`config.mk`:
```
export PLATFORM = sky130hd
export DESIGN_NAME = iob_fifo_dp_ctrl_flat
export DESIGN_NICKNAME = d
export VERILOG_FILES = /design/src/rtl/iob_fifo_dp_ctrl_if.sv /design/src/rtl/iob_fifo_dp_ctrl.sv /design/src/flat_wrapper.sv
export SDC_FILE = /design/constraint.sdc
export NUM_CORES = 1
export LEC_CHECK = 0
export BUFFER_PORTS_ARGS = -buffer_cell sky130_fd_sc_hd__buf_2
export CAP_MARGIN = 30
export CORE_MARGIN = 3
export CORE_UTILIZATION = 46
export CTS_BUF_LIST = sky130_fd_sc_hd__clkbuf_4 sky130_fd_sc_hd__clkbuf_8
export DETAILED_ROUTE_END_ITERATION = 12
export HOLD_SLACK_MARGIN = 0.06
export MAX_ROUTING_LAYER = met4
export PLACE_DENSITY = 0.8
export RECOVER_POWER = 50
export SLEW_MARGIN = 5
export SYNTH_ARGS = -nofsm -noshare
export SYNTH_HDL_FRONTEND = slang
export SYNTH_SLANG_ARGS = --single-unit
export TNS_END_PERCENT = 1
```
`constraint.sdc`:
```
create_clock -name clk -period 2.8 [get_ports clk]
set_input_delay 0.42 -clock clk [delete_from_list [all_inputs] [get_ports clk]]
set_output_delay 0.42 -clock clk [all_outputs]
set_load 0.02 [all_outputs]
```
`src/rtl/iob_fifo_dp_ctrl_if.sv`:
```
// iob_fifo_dp_ctrl_if: producer/consumer handshake and RAM-side signals of the dual-port FIFO controller
//   w_en, w_data, w_full                   : producer side
//   r_en, r_data, r_valid, r_empty, level  : consumer side and fill level
//   ram_enA, ram_weA, ram_addrA, ram_dinA  : RAM port A (write only)
//   ram_enB, ram_weB, ram_addrB, ram_doutB : RAM port B (read only)
//   modport slave is the controller's view; modport master is the parent/bench view.
interface iob_fifo_dp_ctrl_if #(
  parameter int DATA_W = 8,
  parameter int ADDR_W = 4
);
  logic              w_en;
  logic [DATA_W-1:0] w_data;
  logic              w_full;
  logic              r_en;
  logic [DATA_W-1:0] r_data;
  logic              r_valid;
  logic              r_empty;
  logic [ADDR_W:0]   level;
  logic              ram_enA;
  logic              ram_weA;
  logic [ADDR_W-1:0] ram_addrA;
  logic [DATA_W-1:0] ram_dinA;
  logic              ram_enB;
  logic              ram_weB;
  logic [ADDR_W-1:0] ram_addrB;
  logic [DATA_W-1:0] ram_doutB;
  modport slave (
    input  w_en, w_data, r_en, ram_doutB,
    output w_full, r_data, r_valid, r_empty, level,
           ram_enA, ram_weA, ram_addrA, ram_dinA, ram_enB, ram_weB, ram_addrB
  );
  modport master (
    output w_en, w_data, r_en, ram_doutB,
    input  w_full, r_data, r_valid, r_empty, level,
           ram_enA, ram_weA, ram_addrA, ram_dinA, ram_enB, ram_weB, ram_addrB
  );
endinterface

```
`src/rtl/iob_fifo_dp_ctrl.sv`:
```
// iob_fifo_dp_ctrl: synchronous FIFO controller using an external dual-port RAM (A write, B read)
//   clk     : clock, rising edge
//   rst_n   : asynchronous active-low reset
//   bus     : iob_fifo_dp_ctrl_if.slave (handshake, level, flags, RAM ports)
//   Optional macro IOB_FIFO_DP_CTRL_ERR_EN adds err_clr (in), w_ovf and r_udf (sticky error outputs).
module iob_fifo_dp_ctrl #(
  parameter int DATA_W = 8,
  parameter int ADDR_W = 4
) (
  input logic clk,
  input logic rst_n,
`ifdef IOB_FIFO_DP_CTRL_ERR_EN
  input  logic err_clr,
  output logic w_ovf,
  output logic r_udf,
`endif
  iob_fifo_dp_ctrl_if.slave bus
);
  logic [ADDR_W:0] w_ptr, r_ptr, w_ptr_nx, r_ptr_nx, level_nx;
  logic w_acc, r_acc;
  // Full blocks the write and empty blocks the read, so a both-request never
  // lets port A and port B touch the same address in the same cycle.
  assign w_acc = bus.w_en & ~bus.w_full;
  assign r_acc = bus.r_en & ~bus.r_empty;
  assign w_ptr_nx = w_ptr + (ADDR_W+1)'(w_acc);
  assign r_ptr_nx = r_ptr + (ADDR_W+1)'(r_acc);
  assign level_nx = bus.level + (ADDR_W+1)'(w_acc) - (ADDR_W+1)'(r_acc);
  assign bus.ram_enA = w_acc;
  assign bus.ram_weA = w_acc;
  assign bus.ram_addrA = w_ptr[ADDR_W-1:0];
  assign bus.ram_dinA = bus.w_data;
  assign bus.ram_enB = r_acc;
  assign bus.ram_weB = 1'b0;
  assign bus.ram_addrB = r_ptr[ADDR_W-1:0];
  assign bus.r_data = bus.ram_doutB;
  always_ff @(posedge clk or negedge rst_n)
    if (!rst_n) begin
      w_ptr <= '0;
      r_ptr <= '0;
      bus.level <= '0;
      bus.r_empty <= 1'b1;
      bus.w_full <= 1'b0;
      bus.r_valid <= 1'b0;
    end else begin
      w_ptr <= w_ptr_nx;
      r_ptr <= r_ptr_nx;
      bus.level <= level_nx;
      bus.r_empty <= w_ptr_nx == r_ptr_nx;
      // Full: same RAM address, opposite wrap bit.
      bus.w_full <= w_ptr_nx == {~r_ptr_nx[ADDR_W], r_ptr_nx[ADDR_W-1:0]};
      bus.r_valid <= r_acc;
    end
`ifdef IOB_FIFO_DP_CTRL_ERR_EN
  // Set has priority over a same-cycle clear.
  always_ff @(posedge clk or negedge rst_n)
    if (!rst_n) begin
      w_ovf <= 1'b0;
      r_udf <= 1'b0;
    end else begin
      w_ovf <= (bus.w_en & bus.w_full) | (w_ovf & ~err_clr);
      r_udf <= (bus.r_en & bus.r_empty) | (r_udf & ~err_clr);
    end
`endif
endmodule

```
`src/flat_wrapper.sv`:
```
// flat-port wrapper written by rule: the top's interface ports become plain ports
module iob_fifo_dp_ctrl_flat 
#(
  parameter int DATA_W = 8,
  parameter int ADDR_W = 4
)
  (clk, rst_n, bus_w_en, bus_w_data, bus_r_en, bus_ram_doutB, bus_w_full, bus_r_data, bus_r_valid, bus_r_empty, bus_level, bus_ram_enA, bus_ram_weA, bus_ram_addrA, bus_ram_dinA, bus_ram_enB, bus_ram_weB, bus_ram_addrB);
  iob_fifo_dp_ctrl_if #(.DATA_W(DATA_W), .ADDR_W(ADDR_W)) bus_i ();
  input logic clk;
  input logic rst_n;
  input wire logic [$bits(bus_i.w_en)-1:0] bus_w_en;
  input wire logic [$bits(bus_i.w_data)-1:0] bus_w_data;
  input wire logic [$bits(bus_i.r_en)-1:0] bus_r_en;
  input wire logic [$bits(bus_i.ram_doutB)-1:0] bus_ram_doutB;
  output wire logic [$bits(bus_i.w_full)-1:0] bus_w_full;
  output wire logic [$bits(bus_i.r_data)-1:0] bus_r_data;
  output wire logic [$bits(bus_i.r_valid)-1:0] bus_r_valid;
  output wire logic [$bits(bus_i.r_empty)-1:0] bus_r_empty;
  output wire logic [$bits(bus_i.level)-1:0] bus_level;
  output wire logic [$bits(bus_i.ram_enA)-1:0] bus_ram_enA;
  output wire logic [$bits(bus_i.ram_weA)-1:0] bus_ram_weA;
  output wire logic [$bits(bus_i.ram_addrA)-1:0] bus_ram_addrA;
  output wire logic [$bits(bus_i.ram_dinA)-1:0] bus_ram_dinA;
  output wire logic [$bits(bus_i.ram_enB)-1:0] bus_ram_enB;
  output wire logic [$bits(bus_i.ram_weB)-1:0] bus_ram_weB;
  output wire logic [$bits(bus_i.ram_addrB)-1:0] bus_ram_addrB;
  assign bus_i.w_en = bus_w_en;
  assign bus_i.w_data = bus_w_data;
  assign bus_i.r_en = bus_r_en;
  assign bus_i.ram_doutB = bus_ram_doutB;
  assign bus_w_full = bus_i.w_full;
  assign bus_r_data = bus_i.r_data;
  assign bus_r_valid = bus_i.r_valid;
  assign bus_r_empty = bus_i.r_empty;
  assign bus_level = bus_i.level;
  assign bus_ram_enA = bus_i.ram_enA;
  assign bus_ram_weA = bus_i.ram_weA;
  assign bus_ram_addrA = bus_i.ram_addrA;
  assign bus_ram_dinA = bus_i.ram_dinA;
  assign bus_ram_enB = bus_i.ram_enB;
  assign bus_ram_weB = bus_i.ram_weB;
  assign bus_ram_addrB = bus_i.ram_addrB;
  iob_fifo_dp_ctrl #(.DATA_W(DATA_W), .ADDR_W(ADDR_W)) u_core (.clk(clk), .rst_n(rst_n), .bus(bus_i));
endmodule
```
# Word-level counts from Yosys, hierarchy flattened
# Cells that the tools add are included.
# op_classes
add_sub_neg	4
n_eq_ne	2
bitwise	5
# ops
op	count
5-bit by 1-bit adder with 5-bit output	3
5-bit == test	2
5-bit by 1-bit subtractor with 5-bit output	1
1-bit inverter	3
1-bit AND	2
# word_totals
in_bits	20
elab_cells	17
reg_bits	18

# Depth between registers and ports, before layout
# logic_depth
depth_word	5
ltp_mapped	8

# Least setup slack after synthesis
# No wires, ideal clock.
# synth_path
path_kind	input to register
start	in bus_r_en
end	reg u_core.bus.level[4]
slack_ns	0.496
setup_time_ns	0.124
t_required_ns	2.676
cell_stages	8
arrival_ns	2.180
cell_sequence	nor2b_1 -> ha_1 -> inv_1 -> ha_1 -> fa_1 -> a21o_1 -> a21oi_1 -> xnor2_1
# synth_via
elab_chain_len	2
# synth_lines
item	line	text
start: declaration	flat_wrapper.sv:13	input wire logic [$bits(bus_i.r_en)-1:0] bus_r_en;
1-bit AND	iob_fifo_dp_ctrl.sv:24	assign r_acc = bus.r_en & ~bus.r_empty;
5-bit by 1-bit subtractor with 5-bit output	iob_fifo_dp_ctrl.sv:27	assign level_nx = bus.level + (ADDR_W+1)'(w_acc) - (ADDR_W+1)'(r_acc);
via u_core.level_nx[4]	iob_fifo_dp_ctrl.sv:19	logic [ADDR_W:0] w_ptr, r_ptr, w_ptr_nx, r_ptr_nx, level_nx;
end signal: assignment	iob_fifo_dp_ctrl.sv:47	bus.level <= level_nx;
end: declaration	iob_fifo_dp_ctrl_if.sv:29	output w_full, r_data, r_valid, r_empty, level,
# The timed path passes the listed nets, and every way through them passes these cells.

# Worst setup path after layout
# layout_path
start	reg u_core.bus.r_empty
end	reg u_core.bus.level[4]
# layout_via
elab_chain_len	3
# layout_lines
item	line	text
start: declaration	iob_fifo_dp_ctrl_if.sv:29	
start signal: assignment	iob_fifo_dp_ctrl.sv:48	bus.r_empty <= w_ptr_nx == r_ptr_nx;
1-bit inverter	iob_fifo_dp_ctrl.sv:24	
1-bit AND	iob_fifo_dp_ctrl.sv:24	
5-bit by 1-bit subtractor with 5-bit output	iob_fifo_dp_ctrl.sv:27	
via u_core.level_nx[4]	iob_fifo_dp_ctrl.sv:19	
# The timed path passes the listed nets, and every way through them passes these cells.

==> results.sh <==
export IMPL_p_per_area_mw_per_mm2=1510
export IMPL_p_leak_nw=0.561
export IMPL_p_int_uw=920
export IMPL_dp_hpwl_mm=1.16
export IMPL_pre_cts_ws_ns=0.520
export IMPL_area_delta_synth_final_pct=-0.580
export IMPL_cp_slowest_stage_delay_ns=0.54
export IMPL_syn_inst=92
export IMPL_combPwrFrac=0.591
export IMPL_placedCellCount=115
export IMPL_core_area_mm2=0.00208
export IMPL_ant_nets=0
export IMPL_path_common_cell="ha_1"
export IMPL_synth_most_common_cell="buf_4"
export IMPL_globalRouteTotalUtil=0.125
export IMPL_postSynthNetCount=121
export IMPL_fin_cells=120
export IMPL_io_buffers=22
export IMPL_grt_pass1_wl_mm=2.55
export IMPL_p_sw_uw=696
export IMPL_nets=123
export IMPL_tightest_slew_ns=0.941
export IMPL_slew_headroom=0.373
export IMPL_worstPathArrival_ns=2.37
export IMPL_critPathMaxFanout=5
export IMPL_firstDrtPassIters=1
export IMPL_vdd_drop_max_v=0.000794
export IMPL_drive_gt1_frac=0.312
export IMPL_drt_total_wl_mm=1.49
export IMPL_die_h_um=54.4
export IMPL_diodes=0
export IMPL_status="completed"
export IMPL_hold_viol_final=0
export IMPL_grt_max_degree=19
export IMPL_fin_crit_ns=2.15
export IMPL_syn_area_mm2=0.00108
export IMPL_clkLatencyLatePin_ns=0.29
export IMPL_ys_types=19
export IMPL_cp_required_ns=3.02
export IMPL_grt_pass1_vias=560
export IMPL_io_pins=56
export IMPL_cts_setup_buffers=0
export IMPL_path_cells="nor2b_1 > ha_1 > inv_1 > ha_1 > fa_1 > a21o_1 > a21oi_1 > xnor2_1"
export IMPL_cts_tree="done"
export IMPL_clock_path_buffers=2
export IMPL_via_per_inst=4.51
export IMPL_setup_viol=0
export IMPL_place_gp_congestion=0.760
export IMPL_synthTopCellsByArea="dfrtp_1, buf_4, ha_1, xor2_1, xor3_1"
export IMPL_fin_ws_ns=0.648
export IMPL_antenna_found_initial=0
export IMPL_fmax_mhz=465
export IMPL_clkPwrFrac=0.097
export IMPL_critPathLaunchType="register"
export IMPL_clk_pin_slew_ns=0.10
export IMPL_rsz0062_at_grt="false"
export IMPL_tns_ns=0
export IMPL_synth_top_area_frac=0.395
export IMPL_path_class="register to register"
export IMPL_crit_path_end_kind="register"
export IMPL_avgSynthCellArea_um2=11.7
export IMPL_pwr_share_seq=0.312
export IMPL_drc_errors=0
export IMPL_die_area_mm2=0.00296
export IMPL_cap_violations=0
export IMPL_grt_remaining_overflow=0
export IMPL_via_count=541
export IMPL_start_util=0.517
export IMPL_cp_slowest_cell="dfstp_1"
export IMPL_wl_per_cell_um=12.4
export IMPL_ys_ff_latch=18
export IMPL_synthArstFlopShare=1.00
export IMPL_hp_class="primary input to register"
export IMPL_row_count=16
export IMPL_synth_top_area_cell="dfrtp_1"
export IMPL_synth_warnings=0
export IMPL_dr_first_iter_drc_count=0
export IMPL_post_route_period_util=0.769
export IMPL_yosys_most_used_dff="dfrtp_1"
export IMPL_ys_seq_area_frac=0.419
export IMPL_numCtsBuffers=3
export IMPL_synthTopCellsByCount="buf_4, dfrtp_1, xor2_1"
export IMPL_synth_edf_count=0
export IMPL_slew_viol_final=0
export IMPL_clockRootBuffer="clkbuf_4"
export IMPL_htreeDepth=1
export IMPL_die_width_um=54.4
export IMPL_swShare=0.430
export IMPL_clock_sinks=18
export IMPL_fin_skew_ns=0.00204
critical path: cells and delay by family (launching register included):
kind            cells  cell delay (ns)
fa+ha+maj           3             0.90
flops               1             0.54
compound gates      2             0.36
xor+xnor            1             0.14
simple gates        1             0.10
buf+inv             1             0.04
layer usage:
layer,track usage,up-vias,wire (um)
met5,-,-,0
met4,0.0622,0,16
met3,0.0354,6,112
met2,0.183,26,653
met1,0.157,244,705
li1,-,265,-
through the flow:
stage | hold slack (ns) | total power, mW | instance area [um^2] | util
after global placement | 0.368 | 1.45 | 1030 | 0.493
after detailed placement | 0.377 | 1.48 | 1030 | 0.493
after global routing | 0.452 | 1.77 | 1070 | 0.514
after floorplan | 0.124 | 1.36 | 1080 | -
final | 0.464 | 1.62 | 1070 | 0.514
after CTS | 0.448 | 1.65 | 1070 | 0.515
cell type report:
| type | count | area (um^2) |
|---|---|---|
| Fill cell | 190 | 1010 |
| Sequential cell | 18 | 452 |
| Multi-Input combinational cell | 40 | 400 |
| Timing Repair Buffer | 23 | 119 |
| Clock buffer | 4 | 36.3 |
| Tap cell | 27 | 33.8 |
| Inverter | 8 | 30.0 |
final timing paths:
kind	end	slack (ns)	from	cells after the start
setup reg to reg	u_core.bus.level[4]$_DFF_PN0_	0.65	u_core.bus.r_empty$_DFF_PN1_	8
max in group asynchronous	u_core.r_ptr[2]$_DFF_PN0_	1.45	rst_n	2
hold reg to reg	u_core.w_ptr[4]$_DFF_PN0_	0.52	u_core.w_ptr[4]$_DFF_PN0_	2
setup / recovery	u_core.bus.level[4]$_DFF_PN0_	0.65	u_core.bus.r_empty$_DFF_PN1_	8
hold / removal	u_core.bus.r_valid$_DFF_PN0_	0.46	bus_r_en	2
min in group asynchronous	u_core.w_ptr[1]$_DFF_PN0_	0.78	rst_n	2
power by group through the flow:
| stage | Sequential [mW] | Combinational (mW) | Clock (mW) |
|---|---|---|---|
| 2_1_floorplan | 0.570 | 0.786 | 0 |
| 3_3_place_gp | 0.506 | 0.941 | 0 |
| 3_5_place_dp | 0.512 | 0.964 | 0 |
| 4_1_cts | 0.508 | 0.973 | 0.164 |
| 5_1_grt | 0.523 | 1.07 | 0.175 |
| 6_report | 0.504 | 0.956 | 0.157 |
sequential cells by signal, summed over array words and instances (netlist names):
name / count
u_core.bus.r_empty: 1
u_core.w_ptr: 5
u_core.bus.r_valid: 1
u_core.bus.level: 5
u_core.r_ptr: 5
u_core.bus.w_full: 1
kinds of logic (layout without fill, tap and decap cells):
kind of cell	count (synthesis)	in the layout	synth area share
adder cells (fa/ha/maj)	9	9	0.112
flip-flops	18	18	0.419
buffers and inverters	34	35	0.209
AO/OA/AOI/OAI	4	4	0.0232
other	1	1	0.00348
AND/OR/NAND/NOR	10	10	0.0755
XOR/XNOR	16	16	0.158
repair_timing:
item                      4_1_cts  5_1_grt
hold endpoints to repair       17        0
hold buffers                    1        0
gates resized for setup         0        0
placed cells by master (no fill, tap or decap), types with 2 or more instances in the layout:
master	netlist	routed
a21o_1	2	2
buf_2	0	21
nand3_1	3	3
dfrtp_1	17	17
xor3_1	2	2
nor2b_1	2	2
ha_1	8	8
inv_1	8	8
xnor2_1	4	4
xor2_1	10	10
clkbuf_4	0	3
a21oi_1	2	2
No activity file was read; power rests on OpenSTA's default activity.
